File: config.mk
export PLATFORM = sky130hd
export DESIGN_NAME = pipe_skid_stage
export DESIGN_NICKNAME = d
export VERILOG_FILES = /design/src/rtl/pipe_skid_stage.sv
export SDC_FILE = /design/constraint.sdc
export NUM_CORES = 1
export LEC_CHECK = 0
export CAP_MARGIN = 20
export CORE_MARGIN = 2
export CORE_UTILIZATION = 52
export CTS_BUF_LIST = sky130_fd_sc_hd__clkbuf_8
export DETAILED_ROUTE_END_ITERATION = 8
export PLACE_DENSITY = 0.93
export SLEW_MARGIN = 20
export SYNTH_ARGS = -nofsm -noshare
export SYNTH_HDL_FRONTEND = slang
export SYNTH_SLANG_ARGS = --single-unit
File: constraint.sdc
create_clock -name i_clk -period 2 [get_ports i_clk]
set_input_delay 0.4 -clock i_clk [delete_from_list [all_inputs] [get_ports i_clk]]
set_output_delay 0.4 -clock i_clk [all_outputs]
set_load 0.005 [all_outputs]
File: src/rtl/pipe_skid_stage.sv
`default_nettype none
// ============================================================================
//  Module      : pipe_skid_stage
//  Description : Elastic valid/ready pipeline stage carrying a data and a
//                control payload. Has an optional 2-entry skid slot, a flush
//                that turns the stage into a bubble, and a safe bubble
//                encoding on the control field.
//  Revision    : 1.0 - initial release
// ============================================================================
module pipe_skid_stage #(
    parameter int unsigned          DATA_W      = 32,
    parameter int unsigned          CTRL_W      = 16,
    parameter logic [CTRL_W-1:0]    CTRL_BUBBLE = '0,
    parameter bit                   SKID_EN     = 1'b1
) (
    input  logic                i_clk,
    input  logic                i_rst,
    input  logic                i_flush,
    input  logic                i_valid,
    output logic                o_ready,
    input  logic [DATA_W-1:0]   i_data,
    input  logic [CTRL_W-1:0]   i_ctrl,
    output logic                o_valid,
    input  logic                i_ready,
    output logic [DATA_W-1:0]   o_data,
    output logic [CTRL_W-1:0]   o_ctrl,
    output logic [1:0]          o_count
);

    typedef enum logic [1:0] {
        ST_EMPTY = 2'd0,
        ST_FULL  = 2'd1,
        ST_SKID  = 2'd2
    } state_t;

    localparam logic [DATA_W-1:0] c_DATA_ZERO = '0;

    state_t              r_state_q,     w_state_d;
    logic                r_valid_q,     w_valid_d;
    logic [1:0]          r_count_q,     w_count_d;
    logic [DATA_W-1:0]   r_main_data_q, w_main_data_d;
    logic [CTRL_W-1:0]   r_main_ctrl_q, w_main_ctrl_d;
    logic [DATA_W-1:0]   r_skid_data_q, w_skid_data_d;
    logic [CTRL_W-1:0]   r_skid_ctrl_q, w_skid_ctrl_d;

    logic w_ready;
    logic w_push;
    logic w_pop;

    // With the skid slot, o_ready depends only on flops (plus rst/flush gating),
    // which breaks the combinational ready path back to upstream.
    generate
        if (SKID_EN) begin : g_ready_skid
            assign w_ready = !i_rst && !i_flush && (r_state_q != ST_SKID);
        end else begin : g_ready_single
            assign w_ready = !i_rst && !i_flush && (!r_valid_q || i_ready);
        end
    endgenerate

    assign w_push = i_valid && w_ready;
    assign w_pop  = r_valid_q && i_ready;

    always_comb begin
        w_state_d     = r_state_q;
        w_main_data_d = r_main_data_q;
        w_main_ctrl_d = r_main_ctrl_q;
        w_skid_data_d = r_skid_data_q;
        w_skid_ctrl_d = r_skid_ctrl_q;

        if (i_flush) begin
            w_state_d     = ST_EMPTY;
            w_main_data_d = c_DATA_ZERO;
            w_main_ctrl_d = CTRL_BUBBLE;
            w_skid_data_d = c_DATA_ZERO;
            w_skid_ctrl_d = CTRL_BUBBLE;
        end else begin
            case (r_state_q)
                ST_EMPTY: begin
                    if (w_push) begin
                        w_state_d     = ST_FULL;
                        w_main_data_d = i_data;
                        w_main_ctrl_d = i_ctrl;
                    end
                end
                ST_FULL: begin
                    if (w_push && w_pop) begin
                        w_main_data_d = i_data;
                        w_main_ctrl_d = i_ctrl;
                    end else if (w_push) begin
                        // Only reachable with the skid slot: single-register
                        // mode cannot accept without a simultaneous pop.
                        w_state_d     = ST_SKID;
                        w_skid_data_d = i_data;
                        w_skid_ctrl_d = i_ctrl;
                    end else if (w_pop) begin
                        w_state_d     = ST_EMPTY;
                        w_main_data_d = c_DATA_ZERO;
                        w_main_ctrl_d = CTRL_BUBBLE;
                    end
                end
                ST_SKID: begin
                    if (w_pop) begin
                        w_state_d     = ST_FULL;
                        w_main_data_d = r_skid_data_q;
                        w_main_ctrl_d = r_skid_ctrl_q;
                        w_skid_data_d = c_DATA_ZERO;
                        w_skid_ctrl_d = CTRL_BUBBLE;
                    end
                end
                default: begin
                    w_state_d     = ST_EMPTY;
                    w_main_data_d = c_DATA_ZERO;
                    w_main_ctrl_d = CTRL_BUBBLE;
                    w_skid_data_d = c_DATA_ZERO;
                    w_skid_ctrl_d = CTRL_BUBBLE;
                end
            endcase
        end
    end

    always_comb begin
        w_valid_d = (w_state_d != ST_EMPTY);
        case (w_state_d)
            ST_FULL: w_count_d = 2'd1;
            ST_SKID: w_count_d = 2'd2;
            default: w_count_d = 2'd0;
        endcase
    end

    always_ff @(posedge i_clk) begin
        if (i_rst) begin
            r_state_q     <= ST_EMPTY;
            r_valid_q     <= 1'b0;
            r_count_q     <= 2'd0;
            r_main_data_q <= c_DATA_ZERO;
            r_main_ctrl_q <= CTRL_BUBBLE;
            r_skid_data_q <= c_DATA_ZERO;
            r_skid_ctrl_q <= CTRL_BUBBLE;
        end else begin
            r_state_q     <= w_state_d;
            r_valid_q     <= w_valid_d;
            r_count_q     <= w_count_d;
            r_main_data_q <= w_main_data_d;
            r_main_ctrl_q <= w_main_ctrl_d;
            r_skid_data_q <= w_skid_data_d;
            r_skid_ctrl_q <= w_skid_ctrl_d;
        end
    end

    assign o_ready = w_ready;
    assign o_valid = r_valid_q;
    assign o_data  = r_main_data_q;
    assign o_ctrl  = r_main_ctrl_q;
    assign o_count = r_count_q;

endmodule
`default_nettype wire

==> results of run 1 <==
## worst register-to-register path, delay by kind of cell (launching register included)
family / cells / cell delay [ps]
muxes: 1 / 270
DFF: 1 / 370
and+or+nand+nor: 1 / 160
AOI/OAI and AO/OA: 1 / 170
buffers and inverters: 2 / 780
## layout by cell type, fill, tap and decap left out, types with 2 or more instances in the layout
cell and count:
nand2_1 98, buf_4 25, nor2_4 2, nor2b_1 2
o2bb2ai_1 48, buf_12 5, a22o_1 48, a21oi_1 2
bufinv_16 3, nor3_1 2, nor2_1 3, clkbuf_8 9
dfxtp_1 99, mux2i_1 96, clkinv_2 3, clkdlybuf4s50_1 103
o32ai_1 2
## final timing paths
path / to / cells past startpoint / from
setup / recovery: o_ctrl[9] / 8 / i_rst
hold / removal: r_skid_data_q[27] / 2 / r_skid_data_q[27]
setup reg to reg: r_skid_data_q[14] / 5 / r_state_q[1]
hold reg to reg: r_skid_data_q[27] / 2 / r_skid_data_q[27]
## Yosys cell counts (all sizes together)
cell type	count
clkbuf	16
and2	1
a21oi	2
nor3b	1
o32ai	2
dfxtp	101
o2bb2ai	49
a22o	49
or3	1
nor2	5
and3	1
nand2	98
xnor2	1
buf	27
a21boi	1
mux2i	96
nor2b	2
a31oi	1
or2	2
nor3	2
## stage by stage
step,total power [uW],cells,hold slack [ps]
global route,4260,673,474
floorplan,2340,458,434
global placement,2620,657,441
CTS,4130,673,468
finish,4110,673,466
detailed placement,2630,657,451
## sequential cells by signal (all words and copies together), names as in the netlist
register	cells
o_valid	1
r_skid_ctrl_q	16
o_data	32
o_count	2
r_skid_data_q	32
o_ctrl	16
r_state_q	2
## kinds of logic (layout without fill, tap and decap cells)
group / count (synthesis) / count (layout)
AOI/OAI and AO/OA: 104 / 104
xor gates and xnor gates: 1 / 1
buffers and inverters: 43 / 150
DFF: 101 / 101
muxes: 96 / 96
and+or+nand+nor: 113 / 113
## per-layer routing
layer	GRT usage, %	part of all wire (%)	vias to the layer above
li1	-	-	1873
met2	42.5	49	128
met3	4.37	5.2	20
met1	32.3	44	1880
met4	7.59	1.4	0
met5	0	0	-
## power groups by stage
stage	clock network, uW	logic [uW]	registers (uW)
floorplan	0	219	2120
global placement	0	499	2120
detailed placement	0	514	2120
CTS	1540	518	2070
global route	1630	557	2080
finish	1520	521	2070
## area by class of cell
type | count | area, um^2 | area share (%)
Multi-Input combinational cell | 314 | 2360 | 38.8
Clock inverter | 7 | 114 | 1.87
Timing Repair Buffer | 134 | 1330 | 21.8
Clock buffer | 9 | 124 | 2.03
Tap cell | 108 | 135 | 2.22
Sequential cell | 101 | 2030 | 33.3
==> flow_metrics.env, run 1 <==
export IMPL_port_buffers=104
export IMPL_synth_top_area_share_pct=44.2
export IMPL_relSlewSlack_pct=58.6
export IMPL_critPathLaunchType="primary input"
export IMPL_fin_ws_ps=100
export IMPL_die_area_mm2=0.00956
export IMPL_root_buffer="clkbuf_8"
export IMPL_synth_top_family_by_area="multiplexers"
export IMPL_path_cells="clkdlybuf4s50_1 -> or2_1 -> buf_4 -> nor3b_4 -> buf_4 -> o2bb2ai_4 -> buf_4 -> a22o_1"
export IMPL_synth_simple_gate_area_share_pct=10.0
export IMPL_cts_tree="done"
export IMPL_wire_per_inst_um=17.8
export IMPL_drtIter0Drc=154
export IMPL_cts_sinks=101
export IMPL_avgSynthCellArea_um2=9.98
export IMPL_leakage_uw=0.00202
export IMPL_gr_total_overflow=0
export IMPL_synth_xor_area_share_pct=0.192
export IMPL_final_area_mm2=0.00609
export IMPL_htreeDepth=3
export IMPL_syn_num_nets=511
export IMPL_yosysUniqueCellTypes=22
export IMPL_end_kind="flop"
export IMPL_fin_nets=613
export IMPL_cts_setup_buffers=0
export IMPL_peakVddDrop_v=0.000368
export IMPL_status="finished, final reports clean"
export IMPL_yosysSeqAreaShare_pct=44.2
export IMPL_netlist_instances=458
export IMPL_clkPwrFrac_pct=36.9
export IMPL_power_frac_comb_pct=12.7
export IMPL_synth_yosys_warnings=0
export IMPL_crit_top_cell="buf_4"
export IMPL_ff2ff_setup_slack_ps=190
export IMPL_dp_hpwl_um=8050
export IMPL_finalHoldViolations=0
export IMPL_powerDensity_mw_per_mm2=675
export IMPL_holdBufCountCts=0
export IMPL_switching_share_pct=23.2
export IMPL_path_class="primary input to flop"
export IMPL_finalClockSkew_ps=7.55
export IMPL_drive_above_1_share_pct=9.73
export IMPL_synth_area_mm2=0.00457
export IMPL_fin_crit_ps=1900
export IMPL_cell_internal_pwr_uw=3160
export IMPL_path_buf_inv=4
export IMPL_synthToLayoutAreaGrowth_pct=33.3
export IMPL_critPathTopFamily="buffers and inverters"
export IMPL_core_rowCount=34
export IMPL_fillCellCount=621
export IMPL_fin_tns_setup_ps=0
export IMPL_min_path_type="flop to flop"
export IMPL_drt_total_wl_um=12000
export IMPL_n_antenna_cell=0
export IMPL_critPathMaxStageDelay_ps=440
export IMPL_p_seq_share_pct=50.4
export IMPL_synth_top_cell_by_area="dfxtp_1"
export IMPL_critPathRequiredTime_ps=2310
export IMPL_crit_fanout=14
export IMPL_preCtsSetupSlack_ps=-222
export IMPL_grt_pass1_vias=3981
export IMPL_final_util_pct=70.5
export IMPL_chipHeight_um=97.8
export IMPL_core_region_area_mm2=0.00864
export IMPL_setup_viol=0
export IMPL_worst_pin_slew_ps=620
export IMPL_grt_pass1_wl_um=19500
export IMPL_via_per_inst=5.80
export IMPL_die_x_um=97.8
export IMPL_drv_cap=0
export IMPL_final_max_slew_violation_count=0
export IMPL_antenna_left=0
export IMPL_route_detailed_drc=0
export IMPL_synth_mux_area_share_pct=21.0
export IMPL_p_switching_uw=952
export IMPL_cp_arrival_ps=2210
export IMPL_via_count=3901
export IMPL_cts_resized=1
export IMPL_synth_fa_ha_area_share_pct=0
export IMPL_grt_start_max_net_pins=44
export IMPL_synth_seq_cells=101
export IMPL_ioPinCount=105
export IMPL_cts_buffers=9
export IMPL_max_clock_freq_mhz=526
export IMPL_place_congestion=0.830
export IMPL_critPathSlowestCell="clkdlybuf4s50_1"
export IMPL_clk_path_buf_depth=2
export IMPL_synth_compound_area_share_pct=19.7
export IMPL_placed_cell_area_mm2=0.00586
export IMPL_fin_crit_sh_pct=95.0
export IMPL_synthTopCellsByArea="dfxtp_1, mux2i_1, a22o_1"
export IMPL_insertion_delay_ps=360
export IMPL_start_util_pct=52.9
export IMPL_grt_usage_pct=24.9
export IMPL_clk_pin_slew_ps=90
export IMPL_antenna_found_initial=0
export IMPL_grt_setup_unrepaired="no"
export IMPL_dr_pass1_iters=4
Power figures use the tool's default switching activity.
==> run 2: changes to the inputs <==
PLACE_DENSITY = 0.87   (was 0.93)
==> flow_metrics.env, run 2 (synthesized netlist as in run 1, its figures left out) <==
export IMPL_status="finished, final reports clean"
export IMPL_cts_tree="done"
export IMPL_max_clock_freq_mhz=530
export IMPL_finalClockSkew_ps=14.2
export IMPL_min_path_type="flop to flop"
export IMPL_switching_share_pct=24.1
export IMPL_cts_setup_buffers=0
export IMPL_r2r_end="o_data[2]"
export IMPL_preCtsSetupSlack_ps=-286
export IMPL_multiInputGateArea_mm2=0.00237
export IMPL_clkPwrFrac_pct=33.0
export IMPL_fin_crit_ps=1890
export IMPL_relSlewSlack_pct=66.9
export IMPL_place_inst=653
export IMPL_via_count=3932
export IMPL_critPathLaunchType="primary input"
export IMPL_dr_pass1_iters=4
export IMPL_core_rowCount=34
export IMPL_cell_internal_pwr_uw=2930
export IMPL_fin_crit_sh_pct=94.3
export IMPL_finalHoldViolations=0
export IMPL_top_usage_layer="met2"
export IMPL_clk_pin_slew_ps=90
export IMPL_route_detailed_drc=0
export IMPL_power_frac_comb_pct=13.2
export IMPL_use_met2_pct=39.9
export IMPL_rr_worst_depth=5
export IMPL_root_buffer="clkbuf_8"
export IMPL_fin_nets=609
export IMPL_ff2ff_setup_slack_ps=290
export IMPL_cp_arrival_ps=2140
export IMPL_place_congestion=0.838
export IMPL_start_util_pct=52.9
export IMPL_drt_total_wl_um=11400
export IMPL_power_total_uw=3860
export IMPL_min_delay_worst_endpoint="r_skid_data_q[24]"
export IMPL_peakVddDrop_v=0.000389
export IMPL_leakage_uw=0.00198
export IMPL_fin_ws_ps=113
export IMPL_setup_viol=0
export IMPL_core_region_area_mm2=0.00864
export IMPL_placed_cell_area_mm2=0.00586
export IMPL_dp_hpwl_um=7840
export IMPL_wire_per_inst_um=17.0
export IMPL_die_area_mm2=0.00956
export IMPL_end_kind="flop"
export IMPL_synthToLayoutAreaGrowth_pct=32.5
export IMPL_n_antenna_cell=0
export IMPL_cts_buffers=9
export IMPL_register_area_mm2=0.00203
export IMPL_final_common_cell="clkdlybuf4s50_1"
export IMPL_final_area_mm2=0.00605
export IMPL_drive_above_1_share_pct=8.75
export IMPL_grtUsageMet1_pct=31.0
export IMPL_grt_usage_pct=23.5
export IMPL_via_per_inst=5.89
export IMPL_grt_pass1_wl_um=18600
export IMPL_p_switching_uw=932
export IMPL_grt_util_met3_pct=3.79
export IMPL_ioPinCount=105
export IMPL_clk_path_buf_depth=2
export IMPL_cts_sinks=101
export IMPL_p_seq_share_pct=53.7
export IMPL_crit_fanout=35
export IMPL_final_cell_mix="clkdlybuf4s50_1, dfxtp_1, nand2_1"
export IMPL_chipHeight_um=97.8
export IMPL_whs_path_depth=2
export IMPL_drtIter0Drc=160
export IMPL_hp_start="r_skid_data_q[24]"
export IMPL_grt_setup_unrepaired="no"
export IMPL_grt_start_max_net_pins=36
export IMPL_drv_cap=0
export IMPL_die_x_um=97.8
export IMPL_htreeDepth=3
export IMPL_antenna_found_initial=0
export IMPL_insertion_delay_ps=350
export IMPL_cts_resized=3
export IMPL_path_class="primary input to flop"
export IMPL_port_buffers=104
export IMPL_critPathRequiredTime_ps=2250
export IMPL_antenna_left=0
export IMPL_powerDensity_mw_per_mm2=638
export IMPL_worst_pin_slew_ps=497
export IMPL_fillCellCount=662
export IMPL_fin_cells=668
export IMPL_holdBufCountCts=0
export IMPL_regToRegStartpoint="r_state_q[0]"
export IMPL_grt_pass1_vias=3866
export IMPL_gr_total_overflow=0
export IMPL_final_max_slew_violation_count=0
-- run 2: cell types whose count changed in the layout (fill, tap and decap cells not counted), sizes merged, moves of 2 or more --
cell,before,now
inv,0,2
clkinv,4,1
bufinv,3,1
buf,30,26
-- run 2: area by class of cell --
type | count | share of cell area (%)
Tap cell | 108 | 2.23
Clock inverter | 5 | 0.889
Clock buffer | 10 | 2.27
Sequential cell | 101 | 33.5
Timing Repair Buffer | 130 | 22.0
Multi-Input combinational cell | 314 | 39.1
-- run 2: power by group through the flow --
stage,combinational [uW],clock (uW),sequential [uW]
4_1_cts,512,1300,2070
3_5_place_dp,509,0,2120
6_report,511,1280,2070
5_1_grt,546,1380,2080
3_3_place_gp,497,0,2120
2_1_floorplan,219,0,2120
-- run 2: through the flow --
stage	TNS [ps]	utilization, %	hold WS, ps
finish	0	70.1	466
global route	0	70.1	483
CTS	0	70.1	466
detailed placement	-19860	67.9	450
global placement	-14930	67.9	441
floorplan	0	-	434
-- run 2: worst max-delay path by stage --
| stage | from | end | slack (ps) |
|---|---|---|---|
| after CTS | i_rst | r_skid_ctrl_q[8] | 110 |
| after detailed placement | i_flush | r_skid_ctrl_q[8] | -290 |
| after global routing | i_rst | r_skid_ctrl_q[8] | 70 |
| final | i_rst | r_skid_ctrl_q[8] | 110 |
| after global placement | i_flush | o_ready | -210 |
| after floorplan | i_flush | o_ctrl[15] | 360 |
-- run 2: routing by layer --
metal	share of wire (%)	wire length, um
met1	46	5200
met2	48	5510
met3	4.6	527
met4	1.3	153
met5	0	0
-- run 2: critical path, stage by stage --
cell,delay (ps)
clkdlybuf4s50_1,410
or2_1,240
buf_4,170
nor3b_4,200
buf_4,400
nand2_1,100
mux2i_1,200
==> run 3: changes to the inputs <==
CAP_MARGIN = 5   (was 20)
CORE_MARGIN = 10   (was 2)
==> flow_metrics.env, run 3 (synthesized netlist as in run 1, its figures left out) <==
export IMPL_clk_path_buf_depth=2
export IMPL_finalClockSkew_ps=9.74
export IMPL_die_area_mm2=0.0129
export IMPL_min_path_type="flop to flop"
export IMPL_fin_crit_ps=1970
export IMPL_register_area_mm2=0.00203
export IMPL_cts_sinks=101
export IMPL_setup_viol=0
export IMPL_start_util_pct=52.9
export IMPL_via_per_inst=5.80
export IMPL_path_cells="clkdlybuf4s50_1 -> or2_1 -> nor2_1 -> dlygate4sd2_1"
export IMPL_port_buffers=104
export IMPL_critPathRequiredTime_ps=1600
export IMPL_power_frac_comb_pct=13.7
export IMPL_wire_per_inst_um=18.4
export IMPL_fin_crit_sh_pct=98.7
export IMPL_ioPinCount=105
export IMPL_dp_hpwl_um=8910
export IMPL_placed_cell_area_mm2=0.00587
export IMPL_cts_tree="done"
export IMPL_grt_usage_pct=18.7
export IMPL_peakVddDrop_v=0.000397
export IMPL_final_util_pct=70.4
export IMPL_dr_pass1_iters=5
export IMPL_power_total_uw=3820
export IMPL_fillCellCount=640
export IMPL_holdBufCountCts=0
export IMPL_clkPwrFrac_pct=32.0
export IMPL_insertion_delay_ps=360
export IMPL_fin_nets=615
export IMPL_grt_start_max_net_pins=29
export IMPL_final_common_cell="clkdlybuf4s50_1"
export IMPL_critPathSlowestCell="clkdlybuf4s50_1"
export IMPL_die_x_um=114
export IMPL_fin_ws_ps=26.7
export IMPL_n_antenna_cell=0
export IMPL_via_count=3917
export IMPL_core_region_area_mm2=0.00864
export IMPL_leakage_uw=0.00200
export IMPL_place_congestion=0.795
export IMPL_antenna_left=0
export IMPL_synthToLayoutAreaGrowth_pct=33.0
export IMPL_drive_above_1_share_pct=10.1
export IMPL_worst_pin_slew_ps=492
export IMPL_status="finished, final reports clean"
export IMPL_path_class="primary input to output port"
export IMPL_cts_buffers=9
export IMPL_critPathMaxStageDelay_ps=470
export IMPL_relSlewSlack_pct=67.2
export IMPL_chipHeight_um=114
export IMPL_finalHoldViolations=0
export IMPL_htreeDepth=3
export IMPL_clk_pin_slew_ps=90
export IMPL_root_buffer="clkbuf_8"
export IMPL_gr_total_overflow=0
export IMPL_end_kind="output port"
export IMPL_max_clock_freq_mhz=507
export IMPL_preCtsSetupSlack_ps=-357
export IMPL_fin_worst_hold_slack_ps=463
export IMPL_drt_total_wl_um=12400
export IMPL_critPathLaunchType="primary input"
export IMPL_cell_internal_pwr_uw=2850
export IMPL_path_buf_inv=2
export IMPL_final_area_mm2=0.00608
export IMPL_grt_pass1_vias=4025
export IMPL_final_cell_mix="clkdlybuf4s50_1, dfxtp_1, nand2_1"
export IMPL_drtIter0Drc=216
export IMPL_route_detailed_drc=0
export IMPL_critPathTopFamily="buffers and inverters"
export IMPL_p_switching_uw=967
export IMPL_crit_fanout=3
export IMPL_powerDensity_mw_per_mm2=628
export IMPL_final_max_slew_violation_count=0
export IMPL_cp_arrival_ps=1570
export IMPL_grt_pass1_wl_um=20300
export IMPL_p_seq_share_pct=54.3
export IMPL_antenna_found_initial=0
export IMPL_switching_share_pct=25.3
export IMPL_multiInputGateArea_mm2=0.00237
export IMPL_core_rowCount=34
export IMPL_drv_cap=0
==> run 3: cell count changes in the layout (fill, tap and decap cells not counted), moves of 2 or more <==
cell,before,now
inv_1,2,0
buf_4,18,25
clkinv_2,0,2
buf_12,8,6
==> run 3: final cells by class <==
cell class	count	share of cell area (%)
Timing Repair Buffer	136	22.4
Clock buffer	11	2.49
Clock inverter	5	0.556
Sequential cell	101	33.3
Tap cell	108	2.22
Multi-Input combinational cell	314	39.0
==> run 3: power groups by stage <==
| stage | sequential (uW) | clock, uW | combinational (uW) |
|---|---|---|---|
| 4_1_cts | 2070 | 1240 | 520 |
| 5_1_grt | 2080 | 1300 | 561 |
| 6_report | 2070 | 1220 | 522 |
| 3_5_place_dp | 2120 | 0 | 517 |
| 2_1_floorplan | 2120 | 0 | 219 |
| 3_3_place_gp | 2120 | 0 | 503 |
==> run 3: worst min-delay path, stage by stage, from the launching register on <==
cell	delay (ps)
dfxtp_1	320
nand2_1	50
mux2i_1	50
==> run 3: layer usage <==
layer  wire length [um]  GRT usage (%)
met5                  0              0
met4                150           5.41
met3                866           5.04
met2               6240           33.0
met1               5190           21.6
==> run 3: path summary, 6_finish.rpt <==
kind / end / from / slack (ps) / cells after the start
setup / recovery: o_ready / i_flush / 30 / 4
hold / removal: r_skid_data_q[29] / r_skid_data_q[29] / 460 / 2
hold reg to reg: r_skid_data_q[29] / r_skid_data_q[29] / 460 / 2
setup reg to reg: o_valid / r_state_q[0] / 160 / 5
==> run 3: repair_timing <==
| item | CTS | global route |
|---|---|---|
| resized for setup | 1 | 2 |
| pin swaps | 1 | 2 |
| setup buffers | 0 | 2 |
| endpoints found under the setup margin | 1 | 56 |
==> run 3: per-stage QoR <==
step,setup TNS (ps),std cells
after floorplan,0,458
after global placement,-21530,657
after detailed placement,-27060,657
after CTS,0,673
after global routing,-201,675
final,0,675
